File: config.mk
export PLATFORM = sky130hd
export DESIGN_NAME = idex_ctrl_stage
export DESIGN_NICKNAME = d
export VERILOG_FILES = /design/src/rtl/idex_ctrl_stage.sv
export SDC_FILE = /design/constraint.sdc
export NUM_CORES = 1
export LEC_CHECK = 0
export BUFFER_PORTS_ARGS = -buffer_cell sky130_fd_sc_hd__buf_2
export CAP_MARGIN = 0
export CORE_MARGIN = 2
export CORE_UTILIZATION = 44
export DETAILED_ROUTE_END_ITERATION = 6
export PLACE_DENSITY_LB_ADDON = 0.3
export SLEW_MARGIN = 0
export SYNTH_ARGS = -nofsm -noshare
export SYNTH_HDL_FRONTEND = slang
export SYNTH_SLANG_ARGS = --single-unit
File: constraint.sdc
create_clock -name clk -period 2.45 [get_ports clk]
set_clock_uncertainty 0.1 [all_clocks]
set_input_delay 0.6125 -clock clk [delete_from_list [all_inputs] [get_ports clk]]
set_output_delay 0.6125 -clock clk [all_outputs]
set_load 0.05 [all_outputs]
File: src/rtl/idex_ctrl_stage.sv
// ID/EX control stage: decodes RV32I ALU/LW/SW words and registers the EX control bundle.
// Define ILLEGAL_INSN_TRAP_EN to flag undecodable instructions (ex_illegal, illegal_sticky).
module idex_ctrl_stage #(
    parameter int XLEN   = 32,
    parameter int REG_AW = 5,
    parameter int CNT_W  = 16
) (
    input  logic              clk,
    input  logic              rst,
    input  logic              id_valid,
    output logic              id_ready,
    input  logic [31:0]       id_instr,
    input  logic              flush,
    input  logic              ex_ready,
    output logic              ex_valid,
    output logic [3:0]        ex_alu_ctrl,
    output logic              ex_alu_src_a,
    output logic [2:0]        ex_alu_src_b,
    output logic              ex_dmem_reb,
    output logic              ex_dmem_web,
    output logic              ex_dmem_alu_sel,
    output logic              ex_ls_mux_sel,
    output logic              ex_reg_we,
    output logic [REG_AW-1:0] ex_rd,
    output logic [REG_AW-1:0] ex_rs1,
    output logic [REG_AW-1:0] ex_rs2,
    output logic [XLEN-1:0]   ex_imm,
    output logic              ex_illegal,
    output logic              illegal_sticky,
    output logic [CNT_W-1:0]  stall_cnt
);
    localparam logic [6:0] OP_R     = 7'b0110011;
    localparam logic [6:0] OP_I     = 7'b0010011;
    localparam logic [6:0] OP_LOAD  = 7'b0000011;
    localparam logic [6:0] OP_STORE = 7'b0100011;

    localparam logic [3:0] ALU_AND = 4'b0000;
    localparam logic [3:0] ALU_OR  = 4'b0001;
    localparam logic [3:0] ALU_ADD = 4'b0010;
    localparam logic [3:0] ALU_XOR = 4'b0100;
    localparam logic [3:0] ALU_SLL = 4'b0101;
    localparam logic [3:0] ALU_SUB = 4'b0110;
    localparam logic [3:0] ALU_SLT = 4'b0111;
    localparam logic [3:0] ALU_SRL = 4'b1000;
    localparam logic [3:0] ALU_SRA = 4'b1001;

    localparam logic [2:0] SRC_B_RS2   = 3'b000;
    localparam logic [2:0] SRC_B_IIMM  = 3'b010;
    localparam logic [2:0] SRC_B_LSIMM = 3'b011;
    localparam logic [2:0] SRC_B_SHAMT = 3'b100;

    logic [6:0]        opcode;
    logic [2:0]        funct3;
    logic [6:0]        funct7;
    logic [REG_AW-1:0] id_rd;
    logic [REG_AW-1:0] id_rs1;
    logic [REG_AW-1:0] id_rs2;
    logic [XLEN-1:0]   i_imm;
    logic [XLEN-1:0]   s_imm;
    logic [XLEN-1:0]   shamt;

    assign opcode = id_instr[6:0];
    assign funct3 = id_instr[14:12];
    assign funct7 = id_instr[31:25];
    assign id_rd  = REG_AW'(id_instr[11:7]);
    assign id_rs1 = REG_AW'(id_instr[19:15]);
    assign id_rs2 = REG_AW'(id_instr[24:20]);
    assign i_imm  = {{(XLEN-12){id_instr[31]}}, id_instr[31:20]};
    assign s_imm  = {{(XLEN-12){id_instr[31]}}, id_instr[31:25], id_instr[11:7]};
    assign shamt  = {{(XLEN-5){1'b0}}, id_instr[24:20]};

    logic            dec_legal;
    logic [3:0]      dec_alu;
    logic [2:0]      dec_src_b;
    logic            dec_reb;
    logic            dec_web;
    logic            dec_dsel;
    logic            dec_lsel;
    logic            dec_we;
    logic [XLEN-1:0] dec_imm;
    logic            dec_uses_rs2;

    always_comb begin
        dec_legal    = 1'b0;
        dec_alu      = ALU_ADD;
        dec_src_b    = SRC_B_RS2;
        dec_reb      = 1'b1;
        dec_web      = 1'b1;
        dec_dsel     = 1'b0;
        dec_lsel     = 1'b0;
        dec_we       = 1'b0;
        dec_imm      = '0;
        dec_uses_rs2 = 1'b0;
        case (opcode)
            OP_R: begin
                dec_uses_rs2 = 1'b1;
                if (funct7 == 7'b0000000) begin
                    dec_legal = (funct3 != 3'b011);
                    case (funct3)
                        3'b001:  dec_alu = ALU_SLL;
                        3'b010:  dec_alu = ALU_SLT;
                        3'b100:  dec_alu = ALU_XOR;
                        3'b101:  dec_alu = ALU_SRL;
                        3'b110:  dec_alu = ALU_OR;
                        3'b111:  dec_alu = ALU_AND;
                        default: dec_alu = ALU_ADD;
                    endcase
                end else if (funct7 == 7'b0100000) begin
                    if (funct3 == 3'b000) begin
                        dec_legal = 1'b1;
                        dec_alu   = ALU_SUB;
                    end else if (funct3 == 3'b101) begin
                        dec_legal = 1'b1;
                        dec_alu   = ALU_SRA;
                    end
                end
                dec_we = dec_legal;
            end
            OP_I: begin
                dec_imm   = i_imm;
                dec_src_b = SRC_B_IIMM;
                case (funct3)
                    3'b000: begin dec_legal = 1'b1; dec_alu = ALU_ADD; end
                    3'b010: begin dec_legal = 1'b1; dec_alu = ALU_SLT; end
                    3'b100: begin dec_legal = 1'b1; dec_alu = ALU_XOR; end
                    3'b110: begin dec_legal = 1'b1; dec_alu = ALU_OR;  end
                    3'b111: begin dec_legal = 1'b1; dec_alu = ALU_AND; end
                    3'b001: begin
                        dec_legal = (funct7 == 7'b0000000);
                        dec_alu   = ALU_SLL;
                        dec_src_b = SRC_B_SHAMT;
                        dec_imm   = shamt;
                    end
                    3'b101: begin
                        dec_legal = (funct7 == 7'b0000000) || (funct7 == 7'b0100000);
                        dec_alu   = (funct7 == 7'b0100000) ? ALU_SRA : ALU_SRL;
                        dec_src_b = SRC_B_SHAMT;
                        dec_imm   = shamt;
                    end
                    default: ;
                endcase
                dec_we = dec_legal;
            end
            OP_LOAD: begin
                if (funct3 == 3'b010) begin
                    dec_legal = 1'b1;
                    dec_reb   = 1'b0;
                    dec_dsel  = 1'b1;
                    dec_src_b = SRC_B_LSIMM;
                    dec_imm   = i_imm;
                    dec_we    = 1'b1;
                end
            end
            OP_STORE: begin
                dec_uses_rs2 = 1'b1;
                if (funct3 == 3'b010) begin
                    dec_legal = 1'b1;
                    dec_web   = 1'b0;
                    dec_dsel  = 1'b1;
                    dec_lsel  = 1'b1;
                    dec_src_b = SRC_B_LSIMM;
                    dec_imm   = s_imm;
                end
            end
            default: ;
        endcase
        // Undecodable words travel as the bubble bundle so they cannot disturb state.
        if (!dec_legal) begin
            dec_alu   = ALU_ADD;
            dec_src_b = SRC_B_RS2;
            dec_reb   = 1'b1;
            dec_web   = 1'b1;
            dec_dsel  = 1'b0;
            dec_lsel  = 1'b0;
            dec_we    = 1'b0;
            dec_imm   = '0;
        end
    end

    logic              ex_valid_q, ex_valid_d;
    logic [3:0]        ex_alu_ctrl_q, ex_alu_ctrl_d;
    logic [2:0]        ex_alu_src_b_q, ex_alu_src_b_d;
    logic              ex_dmem_reb_q, ex_dmem_reb_d;
    logic              ex_dmem_web_q, ex_dmem_web_d;
    logic              ex_dmem_alu_sel_q, ex_dmem_alu_sel_d;
    logic              ex_ls_mux_sel_q, ex_ls_mux_sel_d;
    logic              ex_reg_we_q, ex_reg_we_d;
    logic [REG_AW-1:0] ex_rd_q, ex_rd_d;
    logic [REG_AW-1:0] ex_rs1_q, ex_rs1_d;
    logic [REG_AW-1:0] ex_rs2_q, ex_rs2_d;
    logic [XLEN-1:0]   ex_imm_q, ex_imm_d;
    logic [CNT_W-1:0]  stall_cnt_q, stall_cnt_d;

    logic advance;
    logic hazard;
    logic load_decode;
    logic load_bubble;
    logic stall_inc;

    // Only an LW in EX drives reb low, so that bit doubles as the "EX holds a load" flag.
    assign hazard = ex_valid_q && !ex_dmem_reb_q && (ex_rd_q != '0) &&
                    ((ex_rd_q == id_rs1) || (dec_uses_rs2 && (ex_rd_q == id_rs2)));
    assign advance     = !ex_valid_q || ex_ready;
    assign load_decode = !flush && advance && id_valid && !hazard;
    assign load_bubble = flush || (advance && !load_decode);
    assign stall_inc   = !flush && advance && id_valid && hazard;
    assign id_ready    = !flush && advance && !hazard;

    always_comb begin
        ex_valid_d        = ex_valid_q;
        ex_alu_ctrl_d     = ex_alu_ctrl_q;
        ex_alu_src_b_d    = ex_alu_src_b_q;
        ex_dmem_reb_d     = ex_dmem_reb_q;
        ex_dmem_web_d     = ex_dmem_web_q;
        ex_dmem_alu_sel_d = ex_dmem_alu_sel_q;
        ex_ls_mux_sel_d   = ex_ls_mux_sel_q;
        ex_reg_we_d       = ex_reg_we_q;
        ex_rd_d           = ex_rd_q;
        ex_rs1_d          = ex_rs1_q;
        ex_rs2_d          = ex_rs2_q;
        ex_imm_d          = ex_imm_q;
        stall_cnt_d       = stall_cnt_q;
        if (load_bubble) begin
            ex_valid_d        = 1'b0;
            ex_alu_ctrl_d     = ALU_ADD;
            ex_alu_src_b_d    = SRC_B_RS2;
            ex_dmem_reb_d     = 1'b1;
            ex_dmem_web_d     = 1'b1;
            ex_dmem_alu_sel_d = 1'b0;
            ex_ls_mux_sel_d   = 1'b0;
            ex_reg_we_d       = 1'b0;
            ex_rd_d           = '0;
            ex_rs1_d          = '0;
            ex_rs2_d          = '0;
            ex_imm_d          = '0;
        end else if (load_decode) begin
            ex_valid_d        = 1'b1;
            ex_alu_ctrl_d     = dec_alu;
            ex_alu_src_b_d    = dec_src_b;
            ex_dmem_reb_d     = dec_reb;
            ex_dmem_web_d     = dec_web;
            ex_dmem_alu_sel_d = dec_dsel;
            ex_ls_mux_sel_d   = dec_lsel;
            ex_reg_we_d       = dec_we;
            ex_rd_d           = dec_legal ? id_rd  : '0;
            ex_rs1_d          = dec_legal ? id_rs1 : '0;
            ex_rs2_d          = dec_legal ? id_rs2 : '0;
            ex_imm_d          = dec_imm;
        end
        if (stall_inc && (stall_cnt_q != '1))
            stall_cnt_d = stall_cnt_q + CNT_W'(1);
    end

    always_ff @(posedge clk or posedge rst) begin
        if (rst) begin
            ex_valid_q        <= 1'b0;
            ex_alu_ctrl_q     <= ALU_ADD;
            ex_alu_src_b_q    <= SRC_B_RS2;
            ex_dmem_reb_q     <= 1'b1;
            ex_dmem_web_q     <= 1'b1;
            ex_dmem_alu_sel_q <= 1'b0;
            ex_ls_mux_sel_q   <= 1'b0;
            ex_reg_we_q       <= 1'b0;
            ex_rd_q           <= '0;
            ex_rs1_q          <= '0;
            ex_rs2_q          <= '0;
            ex_imm_q          <= '0;
            stall_cnt_q       <= '0;
        end else begin
            ex_valid_q        <= ex_valid_d;
            ex_alu_ctrl_q     <= ex_alu_ctrl_d;
            ex_alu_src_b_q    <= ex_alu_src_b_d;
            ex_dmem_reb_q     <= ex_dmem_reb_d;
            ex_dmem_web_q     <= ex_dmem_web_d;
            ex_dmem_alu_sel_q <= ex_dmem_alu_sel_d;
            ex_ls_mux_sel_q   <= ex_ls_mux_sel_d;
            ex_reg_we_q       <= ex_reg_we_d;
            ex_rd_q           <= ex_rd_d;
            ex_rs1_q          <= ex_rs1_d;
            ex_rs2_q          <= ex_rs2_d;
            ex_imm_q          <= ex_imm_d;
            stall_cnt_q       <= stall_cnt_d;
        end
    end

`ifdef ILLEGAL_INSN_TRAP_EN
    logic ex_illegal_q, ex_illegal_d;
    logic illegal_sticky_q, illegal_sticky_d;

    always_comb begin
        ex_illegal_d     = ex_illegal_q;
        illegal_sticky_d = illegal_sticky_q;
        if (load_bubble)
            ex_illegal_d = 1'b0;
        else if (load_decode) begin
            ex_illegal_d     = !dec_legal;
            illegal_sticky_d = illegal_sticky_q || !dec_legal;
        end
    end

    always_ff @(posedge clk or posedge rst) begin
        if (rst) begin
            ex_illegal_q     <= 1'b0;
            illegal_sticky_q <= 1'b0;
        end else begin
            ex_illegal_q     <= ex_illegal_d;
            illegal_sticky_q <= illegal_sticky_d;
        end
    end

    assign ex_illegal     = ex_illegal_q;
    assign illegal_sticky = illegal_sticky_q;
`else
    assign ex_illegal     = 1'b0;
    assign illegal_sticky = 1'b0;
`endif

    assign ex_valid        = ex_valid_q;
    assign ex_alu_ctrl     = ex_alu_ctrl_q;
    assign ex_alu_src_a    = 1'b1;
    assign ex_alu_src_b    = ex_alu_src_b_q;
    assign ex_dmem_reb     = ex_dmem_reb_q;
    assign ex_dmem_web     = ex_dmem_web_q;
    assign ex_dmem_alu_sel = ex_dmem_alu_sel_q;
    assign ex_ls_mux_sel   = ex_ls_mux_sel_q;
    assign ex_reg_we       = ex_reg_we_q;
    assign ex_rd           = ex_rd_q;
    assign ex_rs1          = ex_rs1_q;
    assign ex_rs2          = ex_rs2_q;
    assign ex_imm          = ex_imm_q;
    assign stall_cnt       = stall_cnt_q;

endmodule
==> results of run 1 <==
==> tightest hold or removal path, delay by kind of cell <==
kind                   cells  cell delay [ps]
buffers and inverters      3              420
==> metal layers <==
metal | global-route usage | routed length (um) | up-vias
met3 | 0.0331 | 436 | 6
met2 | 0.301 | 3230 | 93
met5 | 0 | 0 | -
met4 | 0.0519 | 85 | 0
li1 | - | - | 1203
met1 | 0.304 | 3360 | 1209
==> through the flow <==
| step | total power, mW | setup TNS (ps) | worst slack, ps | std cells | utilization |
|---|---|---|---|---|---|
| 3_3_place_gp | 1.11 | -4320 | -286 | 460 | 0.563 |
| 6_report | 1.58 | -263 | -263 | 470 | 0.582 |
| 5_1_grt | 1.66 | -327 | -327 | 470 | 0.582 |
| 2_1_floorplan | 1.04 | -485 | -258 | 275 | - |
| 3_5_place_dp | 1.11 | -6640 | -322 | 460 | 0.563 |
| 4_1_cts | 1.60 | -252 | -252 | 469 | 0.579 |
==> worst max-delay path by stage <==
stage	to	slack (ps)	cells past startpoint
after detailed placement	id_ready	-320	6
after global placement	id_ready	-290	6
after CTS	id_ready	-250	6
after floorplan	id_ready	-260	6
after global routing	id_ready	-330	6
final	id_ready	-260	6
==> cell families (layout without fill, tap and decap cells) <==
family / after synthesis / count (layout)
flip-flops: 56 / 56
AND/OR/NAND/NOR: 86 / 86
XOR/XNOR: 25 / 25
AO/OA/AOI/OAI: 65 / 65
other: 2 / 3
buffers and inverters: 38 / 156
adder cells (fa/ha/maj): 1 / 1
multiplexers: 1 / 1
==> state kept, by name, summed over array words and instances, names as in the netlist <==
name and flops:
ex_alu_ctrl 4, ex_alu_src_b 3, ex_imm 12, stall_cnt 16, ex_reg_we 1, ex_dmem_web 1, ex_ls_mux_sel 1, ex_dmem_reb 1
ex_rs1 5, ex_rs2 5, ex_dmem_alu_sel 1, ex_valid 1, ex_rd 5
==> layout make-up <==
cell class	instances	area [um^2]	share of cell area
clock inverters	1	5.00	0.00135
multi-input cells	181	1290	0.347
flip-flops and latches	56	1410	0.379
repair buffers	142	821	0.221
well taps	77	96.3	0.0259
inverters	6	22.5	0.00605
clock buffers	7	76.3	0.0205
==> placed cells by master, fill, tap and decap left out, types with 3 or more instances in the layout <==
cell	instances
clkbuf_8	5
nor2b_1	4
nand4_1	6
nor3_1	4
a22o_1	34
nor4_1	5
nand3_1	10
nand2_1	16
dfrtp_1	50
conb_1	3
and3_1	3
xor2_1	13
o211ai_1	4
buf_2	111
a21oi_1	5
o21ai_0	8
inv_1	5
nor2_1	18
dfrtp_2	3
dfstp_2	3
buf_4	27
nor4_4	3
xnor2_1	12
==> power by group through the flow <==
stage	sequential (mW)	combinational, mW	clock, mW
CTS	0.926	0.173	0.502
global placement	0.944	0.168	0
global route	0.927	0.191	0.547
finish	0.926	0.173	0.484
floorplan	0.948	0.0885	0
detailed placement	0.944	0.170	0
==> what timing repair did <==
| action | in CTS | in global routing |
|---|---|---|
| pin swaps | 4 | 1 |
| cloned | 0 | 0 |
| setup buffers | 1 | 1 |
| gates resized for setup | 4 | 4 |
| endpoints found under the setup margin | 1 | 11 |
==> results.py, run 1 <==
metrics = {
    "placement": {
        "placed_area_um2": 3590,
        "io_buffers": 113,
        "dpl.hpwl_um": 5260,
        "gp_congestion": 0.847,
    },
    "timing": {
        "max_freq_ghz": 0.369,
        "fin_ws_ps": -263,
        "rsz0062_at_grt": "true",
        "slew_viol_final": 0,
        "period_share": 1.11,
        "slew_headroom": 0.655,
        "holdWs_ps": 233,
        "setup_viol": 1,
        "period_minus_slack_ps": 2710,
        "hold_viol": 0,
        "worst_slew_pin_slew_ps": 513,
    },
    "setup_path": {
        "critPathCaptureType": "primary output",
        "crit_top_cell": "buf_6",
        "arrival_ps": 2000,
        "path_cells": "buf_6 > or4_4 > nor4_4 > o21a_1 > nor3_4 > buf_6",
        "crit_fanout": 2,
        "crit_buf_inv": 2,
        "critPathTopFamily": "simple AND/OR/NAND/NOR gates",
        "reg2reg_depth": 7,
        "rrSetupSlack_ps": 120,
        "cp_slowest_stage_delay_ps": 540,
        "critPathKind": "input pin to primary output",
        "crit-reg2reg-launch": "ex_rd[3]",
        "crit_start": "id_instr[6]",
        "critPathSlowestCell": "or4_4",
        "start_kind": "input pin",
        "rr_endpoint": "ex_alu_ctrl[2]",
        "required_ps": 1740,
    },
    "run": {
        "max_cap_violations": 0,
    },
    "logic_synthesis": {
        "synth-edff-count": 0,
        "synth_top_cell_area_share": 0.455,
        "synth_cell_types": 45,
        "yosys-top-cells-area": "dfrtp_1 45%, a22o_1 10%, buf_4 5.9%",
        "avgSynthCellArea_um2": 10.6,
        "ys_top_cells_by_count": "53 x dfrtp_1, 34 x a22o_1, 23 x buf_4, 20 x nor2_1, 16 x nand2_1",
        "synth-xor-area-share": 0.0750,
        "syn_area_um2": 2920,
        "synthArstFlopShare": 1.00,
        "ys.flop_type": "dfrtp_1",
        "synthMuxAreaShare": 0.00386,
        "ys_seq_elements": 56,
        "ys_seq_area_frac": 0.482,
        "synthCells": 274,
        "synth_top_family_by_area": "compound AO/OA/AOI/OAI gates",
        "synth_compound_area_frac": 0.176,
        "synthAdderAreaFrac": 0.00429,
        "yosysMostFrequentCell": "dfrtp_1",
        "synth_area_leader_cell": "dfrtp_1",
        "yosysWarnings": 0,
        "yosys.area_share.simple": 0.168,
    },
    "final_layout": {
        "nets": 430,
        "final_area_um2": 3720,
        "num_antenna_cells": 0,
        "drive_above_1_share": 0.438,
        "nFillCells": 579,
        "syn2layout_area_growth_pct": 27.5,
    },
    "die": {
        "rows": 29,
        "die_w_um": 85.4,
        "die_h_um": 85.4,
        "coreArea_um2": 6390,
        "start_util": 0.457,
        "die_area_um2": 7300,
        "io-pin-count": 117,
    },
    "power": {
        "ir_worst_vdd_uv": 257,
        "power_frac_clock": 0.306,
        "p_sw_frac": 0.246,
        "power_switching_mw": 0.390,
        "power_density_nw_per_um2": 426,
        "p_seq_frac": 0.585,
        "p_int_mw": 1.19,
        "p_leak_nw": 1.98,
        "p_comb_frac": 0.109,
    },
    "clock_network": {
        "cts_root_buffer": "clkbuf_8",
        "clk_pin_slew_ps": 100,
        "clock_latency_ps": 300,
        "cts-buffers-inserted": 5,
        "cts.sinks": 56,
        "cts.path.max_buffers": 2,
        "holdBufCountCts": 0,
        "cts_tree": "done",
        "cts.htree.levels": 2,
    },
    "global_routing": {
        "grt.total_usage": 0.201,
        "grt_antenna_before_repair": 0,
        "overflow": 0,
        "grt_max_degree": 57,
        "grt_pass1_wl_um": 11600,
        "first_global_vias": 2324,
    },
    "run_status": {
        "violations": "setup timing",
        "status": "finished with violations",
    },
    "route": {
        "via_per_inst": 5.34,
        "drtIter0Drc": 96,
        "drt-total-wl_um": 7110,
        "ant_nets": 0,
        "drt_drc_violations_left": 0,
        "firstDrtPassIters": 4,
        "vias": 2511,
        "drt-wirelength-per-cell_um": 15.1,
    },
    "hold_path": {
        "hold_path.class": "input pin to asynchronous set/reset pin",
    },
}
Power figures use the tool's default switching activity.
==> run 2: changes to the inputs <==
--- a/config.mk
+++ b/config.mk
@@ -5,10 +5,11 @@
 export SDC_FILE = /design/constraint.sdc
 export NUM_CORES = 1
 export LEC_CHECK = 0
+export ABC_AREA = 1
 export BUFFER_PORTS_ARGS = -buffer_cell sky130_fd_sc_hd__buf_2
 export CAP_MARGIN = 0
 export CORE_MARGIN = 2
-export CORE_UTILIZATION = 44
+export CORE_UTILIZATION = 45
 export DETAILED_ROUTE_END_ITERATION = 6
 export PLACE_DENSITY_LB_ADDON = 0.3
 export SLEW_MARGIN = 0
==> results.py, run 2 <==
metrics = {
    "setup_path": {
        "cp_slowest_stage_delay_ps": 140,
        "critPathCaptureType": "primary output",
        "critPathKind": "input pin to primary output",
        "crit_fanout": 3,
        "crit_top_cell": "nand2_1",
        "critPathSlowestCell": "buf_6",
        "crit_start": "id_instr[6]",
        "start_kind": "input pin",
        "path_cells": "buf_2 > inv_2 > nand2_1 > nor2_1 > nand2_1 > nor2_1 > nand2_1 > nand2_2 > nand2_4 > inv_2 > nor2_4 > buf_6",
        "required_ps": 1740,
        "arrival_ps": 1610,
        "crit-reg2reg-launch": "ex_rd[0]",
    },
    "logic_synthesis": {
        "yosysWarnings": 0,
        "ys.flop_type": "dfrtp_1",
        "ys_seq_elements": 56,
        "yosys-top-cells-area": "dfrtp_1 39%, nand2_1 18%, nand3_1 8.2%",
        "syn_area_um2": 3430,
        "synth_area_leader_cell": "dfrtp_1",
        "synth-edff-count": 0,
        "ys_seq_area_frac": 0.409,
        "synth_top_cell_area_share": 0.386,
        "ys_top_cells_by_count": "169 x nand2_1, 56 x nand3_1, 53 x dfrtp_1, 46 x inv_1, 31 x nor2_1",
        "synthCells": 471,
        "synth_cell_types": 37,
        "avgSynthCellArea_um2": 7.29,
        "yosysMostFrequentCell": "nand2_1",
        "synthArstFlopShare": 1.00,
    },
    "die": {
        "coreArea_um2": 7330,
        "io-pin-count": 117,
        "rows": 31,
        "die_h_um": 91.4,
        "die_area_um2": 8350,
        "start_util": 0.469,
        "die_w_um": 91.4,
    },
    "power": {
        "p_leak_nw": 2.45,
        "power_mw": 1.70,
        "power_density_nw_per_um2": 411,
        "ir_worst_vdd_uv": 219,
    },
    "timing": {
        "rsz0062_at_grt": "false",
        "setup_viol": 0,
        "holdWs_ps": 228,
        "slew_viol_final": 0,
        "worst_slew_pin_slew_ps": 596,
        "max_freq_ghz": 0.431,
        "finalSetupTns_ps": 0,
        "period_minus_slack_ps": 2320,
        "hold_viol": 0,
        "period_share": 0.948,
        "slew_headroom": 0.600,
    },
    "route": {
        "ant_nets": 0,
        "via_per_inst": 4.86,
        "drt-wirelength-per-cell_um": 12.8,
        "vias": 3266,
        "drt-total-wl_um": 8580,
        "drt_drc_violations_left": 0,
        "firstDrtPassIters": 4,
        "drtIter0Drc": 141,
    },
    "clock_network": {
        "cts-buffers-inserted": 5,
        "cts_root_buffer": "clkbuf_8",
        "cts.htree.levels": 2,
        "cts.path.max_buffers": 2,
        "clk_pin_slew_ps": 100,
        "clock_latency_ps": 310,
        "cts.sinks": 56,
        "holdBufCountCts": 0,
        "cts_tree": "done",
    },
    "global_routing": {
        "first_global_vias": 3056,
        "overflow": 0,
        "grt.total_usage": 0.212,
        "grt_antenna_before_repair": 0,
        "grt_pass1_wl_um": 14500,
        "grt_max_degree": 34,
    },
    "final_layout": {
        "syn2layout_area_growth_pct": 20.5,
        "nets": 610,
        "final_area_um2": 4140,
        "drive_above_1_share": 0.286,
        "final_cell_mix": "169 x nand2_1, 112 x buf_2, 55 x nand3_1",
        "layout_commonest_cell": "nand2_1",
        "num_antenna_cells": 0,
        "largest_reg_flops": 16,
        "nFillCells": 719,
        "utilization": 0.565,
    },
    "run": {
        "max_cap_violations": 0,
    },
    "placement": {
        "dpl.hpwl_um": 6690,
        "placed_area_um2": 4010,
        "gp_congestion": 0.840,
        "io_buffers": 113,
    },
    "hold_path": {
        "hold_path.class": "input pin to asynchronous set/reset pin",
    },
    "run_status": {
        "status": "completed",
    },
}
==> run 2: cell count changes after synthesis, moves of 5 or more <==
cell / before / now
nand2_1: 16 / 169
nand3_1: 10 / 56
inv_1: 6 / 46
a22o_1: 34 / 0
nor2_1: 20 / 31
nor4_1: 6 / 0
nand4_1: 6 / 11
==> run 2: area by class of cell <==
| cell class | instances | area [um^2] | area share |
|---|---|---|---|
| flip-flops and latches | 56 | 1410 | 0.340 |
| inverters | 50 | 188 | 0.0453 |
| well taps | 99 | 124 | 0.0299 |
| multi-input cells | 333 | 1610 | 0.390 |
| clock buffers | 5 | 68.8 | 0.0166 |
| repair buffers | 126 | 694 | 0.168 |
| clock inverters | 3 | 42.5 | 0.0103 |
==> run 2: report_power, final <==
group | internal (mW) | switching (mW)
combinational | 0.0515 | 0.112
sequential | 0.925 | 0.00128
clock | 0.303 | 0.307
total | 1.28 | 0.420
==> run 2: per-layer routing <==
metal  part of all wire  up-vias  track usage
met3              0.044        5       0.0340
li1                   -     1666            -
met4             0.0070        0       0.0417
met1               0.47     1520        0.301
met5                  0        -            0
met2               0.48       75        0.343
==> run 2: logic make-up after synthesis <==
| family | after synthesis | share of synthesized area |
|---|---|---|
| other cells | 2 | 0.00219 |
| flops | 56 | 0.409 |
| compound gates | 26 | 0.0459 |
| xor+xnor | 17 | 0.0434 |
| buf+inv | 83 | 0.126 |
| fa+ha+maj | 1 | 0.00364 |
| simple gates | 286 | 0.369 |
==> run 2: worst max-delay path: cells and delay by family <==
kind / cells / cell delay [ps]
AND/OR/NAND/NOR: 8 / 600
buffers and inverters: 4 / 390
==> run 2: what timing repair did <==
| action | in CTS | in global routing |
|---|---|---|
| buffers inserted | 0 | 1 |
| gates cloned | 0 | 0 |
| resized for setup | 2 | 5 |
| pin swaps | 0 | 1 |
| endpoints found under the setup margin | 1 | 1 |
==> run 2: worst paths after layout <==
| check | endpoint | slack (ps) | depth (start not counted) |
|---|---|---|---|
| worst max register to register | stall_cnt[13] | 560 | 10 |
| min in group clk | ex_dmem_alu_sel | 380 | 2 |
| worst max-delay path | id_ready | 130 | 12 |
| worst min-delay path | stall_cnt[14] | 230 | 2 |
| worst min register to register | ex_dmem_alu_sel | 380 | 2 |
| max in group asynchronous | ex_rd[0] | 1450 | 3 |
==> run 2: through the flow <==
step / worst slack, ps / instances
after floorplan: 122 / 472
after global placement: 44.1 / 663
after detailed placement: 20.1 / 663
after CTS: 15.7 / 671
after global routing: 18.2 / 672
final: 128 / 672
==> run 3: changes to the inputs <==
==> constraint.sdc (replaced) <==
create_clock -name clk -period 2.45 [get_ports clk]
set_clock_uncertainty 0.1 [all_clocks]
set_input_delay 0.245 -clock clk [delete_from_list [all_inputs] [get_ports clk]]
set_output_delay 0.245 -clock clk [all_outputs]
set_load 0.05 [all_outputs]
==> results.py, run 3 (synthesis gave the netlist of run 2 again) <==
metrics = {
    "run_status": {
        "status": "completed",
    },
    "power": {
        "ir_worst_vdd_uv": 244,
        "p_leak_nw": 2.41,
        "power_density_nw_per_um2": 395,
        "power_mw": 1.60,
    },
    "global_routing": {
        "grt_pass1_wl_um": 14100,
        "overflow": 0,
        "grt.total_usage": 0.209,
        "grt_max_degree": 23,
        "first_global_vias": 3014,
        "grt_antenna_before_repair": 0,
    },
    "die": {
        "io-pin-count": 117,
        "rows": 31,
        "coreArea_um2": 7330,
        "die_w_um": 91.4,
        "start_util": 0.469,
        "die_h_um": 91.4,
        "die_area_um2": 8350,
    },
    "run": {
        "max_cap_violations": 0,
    },
    "final_layout": {
        "final_cell_mix": "169 x nand2_1, 113 x buf_2, 56 x nand3_1",
        "nets": 606,
        "largest_reg_flops": 16,
        "final_area_um2": 4040,
        "num_antenna_cells": 0,
        "layout_commonest_cell": "nand2_1",
        "drive_above_1_share": 0.267,
        "syn2layout_area_growth_pct": 17.7,
    },
    "placement": {
        "placed_area_um2": 3940,
        "gp_congestion": 0.946,
        "dpl.hpwl_um": 6660,
        "io_buffers": 113,
    },
    "hold_path": {
        "hold_path.class": "input pin to flip-flop",
    },
    "clock_network": {
        "cts.path.max_buffers": 2,
        "cts_root_buffer": "clkbuf_8",
        "postCtsSetupRepairBufs": 0,
        "ctsResizeCount": 0,
        "cts_tree": "done",
        "cts.htree.levels": 2,
        "clock_latency_ps": 320,
        "cts.sinks": 56,
        "cts-buffers-inserted": 5,
        "clk_pin_slew_ps": 90,
    },
    "route": {
        "drtIter0Drc": 231,
        "ant_nets": 0,
        "drt-wirelength-per-cell_um": 12.7,
        "firstDrtPassIters": 4,
        "drt-total-wl_um": 8480,
        "via_per_inst": 4.87,
        "vias": 3252,
        "drt_drc_violations_left": 0,
    },
    "setup_path": {
        "critPathKind": "flip-flop to primary output",
        "crit_fanout": 4,
        "required_ps": 2110,
        "arrival_ps": 1820,
        "start_kind": "flip-flop",
        "critPathCaptureType": "primary output",
        "rrSetupSlack_ps": 520,
    },
    "timing": {
        "hold_viol": 0,
        "max_freq_ghz": 0.462,
        "period_share": 0.884,
        "setup_viol": 0,
        "holdWs_ps": 26.8,
        "worst_slew_pin_slew_ps": 600,
        "slew_headroom": 0.597,
        "period_minus_slack_ps": 2170,
        "slew_viol_final": 0,
        "rsz0062_at_grt": "false",
        "finalSetupTns_ps": 0,
    },
}
==> run 3: cell types whose count changed in the layout (fill, tap and decap cells not counted), moves of 2 or more <==
cell,before,now
buf_4,11,8
dfrtp_2,2,0
buf_12,2,0
inv_2,6,4
dfrtp_1,51,53
inv_1,43,45
==> run 3: area by class of cell <==
cell class	count	area (um^2)
fill	739	3290
multi-input combinational	333	1600
sequential	56	1410
timing repair buffer	122	636
inverter	50	188
tap	99	124
clock buffer	6	72.6
clock inverter	2	16.3
==> run 3: layer usage <==
metal	routed length, um	global-route usage
met1	3860	0.279
met2	4010	0.343
met3	538	0.0490
met4	72	0.0518
met5	0	0
==> run 3: through the flow <==
step                      setup WS (ps)  utilization  std cells
final                               284        0.551        668
after global routing               98.8        0.551        668
after CTS                           266        0.551        668
after detailed placement            478        0.538        659
after global placement              518        0.538        659
after floorplan                     126            -        472
==> run 3: repair_timing <==
action | CTS | global route
hold buffers | 1 | 0
setup endpoints to repair | 0 | 0
endpoints found under the hold margin | 18 | 0
==> run 3: path summary, 6_finish.rpt <==
path                           start  depth (start not counted)            end
max                         ex_rd[3]                         12       id_ready
min                            flush                          2       ex_valid
max reg2reg                 ex_valid                          6      ex_imm[8]
min reg2reg                ex_rs2[4]                          2      ex_rs2[4]
max in group asynchronous        rst                          4    ex_dmem_reb
min in group asynchronous        rst                          3  stall_cnt[15]
==> run 3: critical path: stages, from the launching register on <==
cell and delay (ps):
dfrtp_1 420, inv_2 90, nand2_1 50, nand2_1 60
clkinv_1 50, nand2_1 50, nor2_1 40, nand2_1 60
nand2_2 90, nand2_4 120, inv_1 90, nor2_1 110
buf_2 270
==> run 3: report_power, final <==
group | leakage [nW] | switching, mW | internal (mW)
Combinational | 1.61 | 0.109 | 0.0482
Sequential | 0.767 | 0.000775 | 0.925
Clock | 0.0414 | 0.309 | 0.204
Total | 2.41 | 0.419 | 1.18
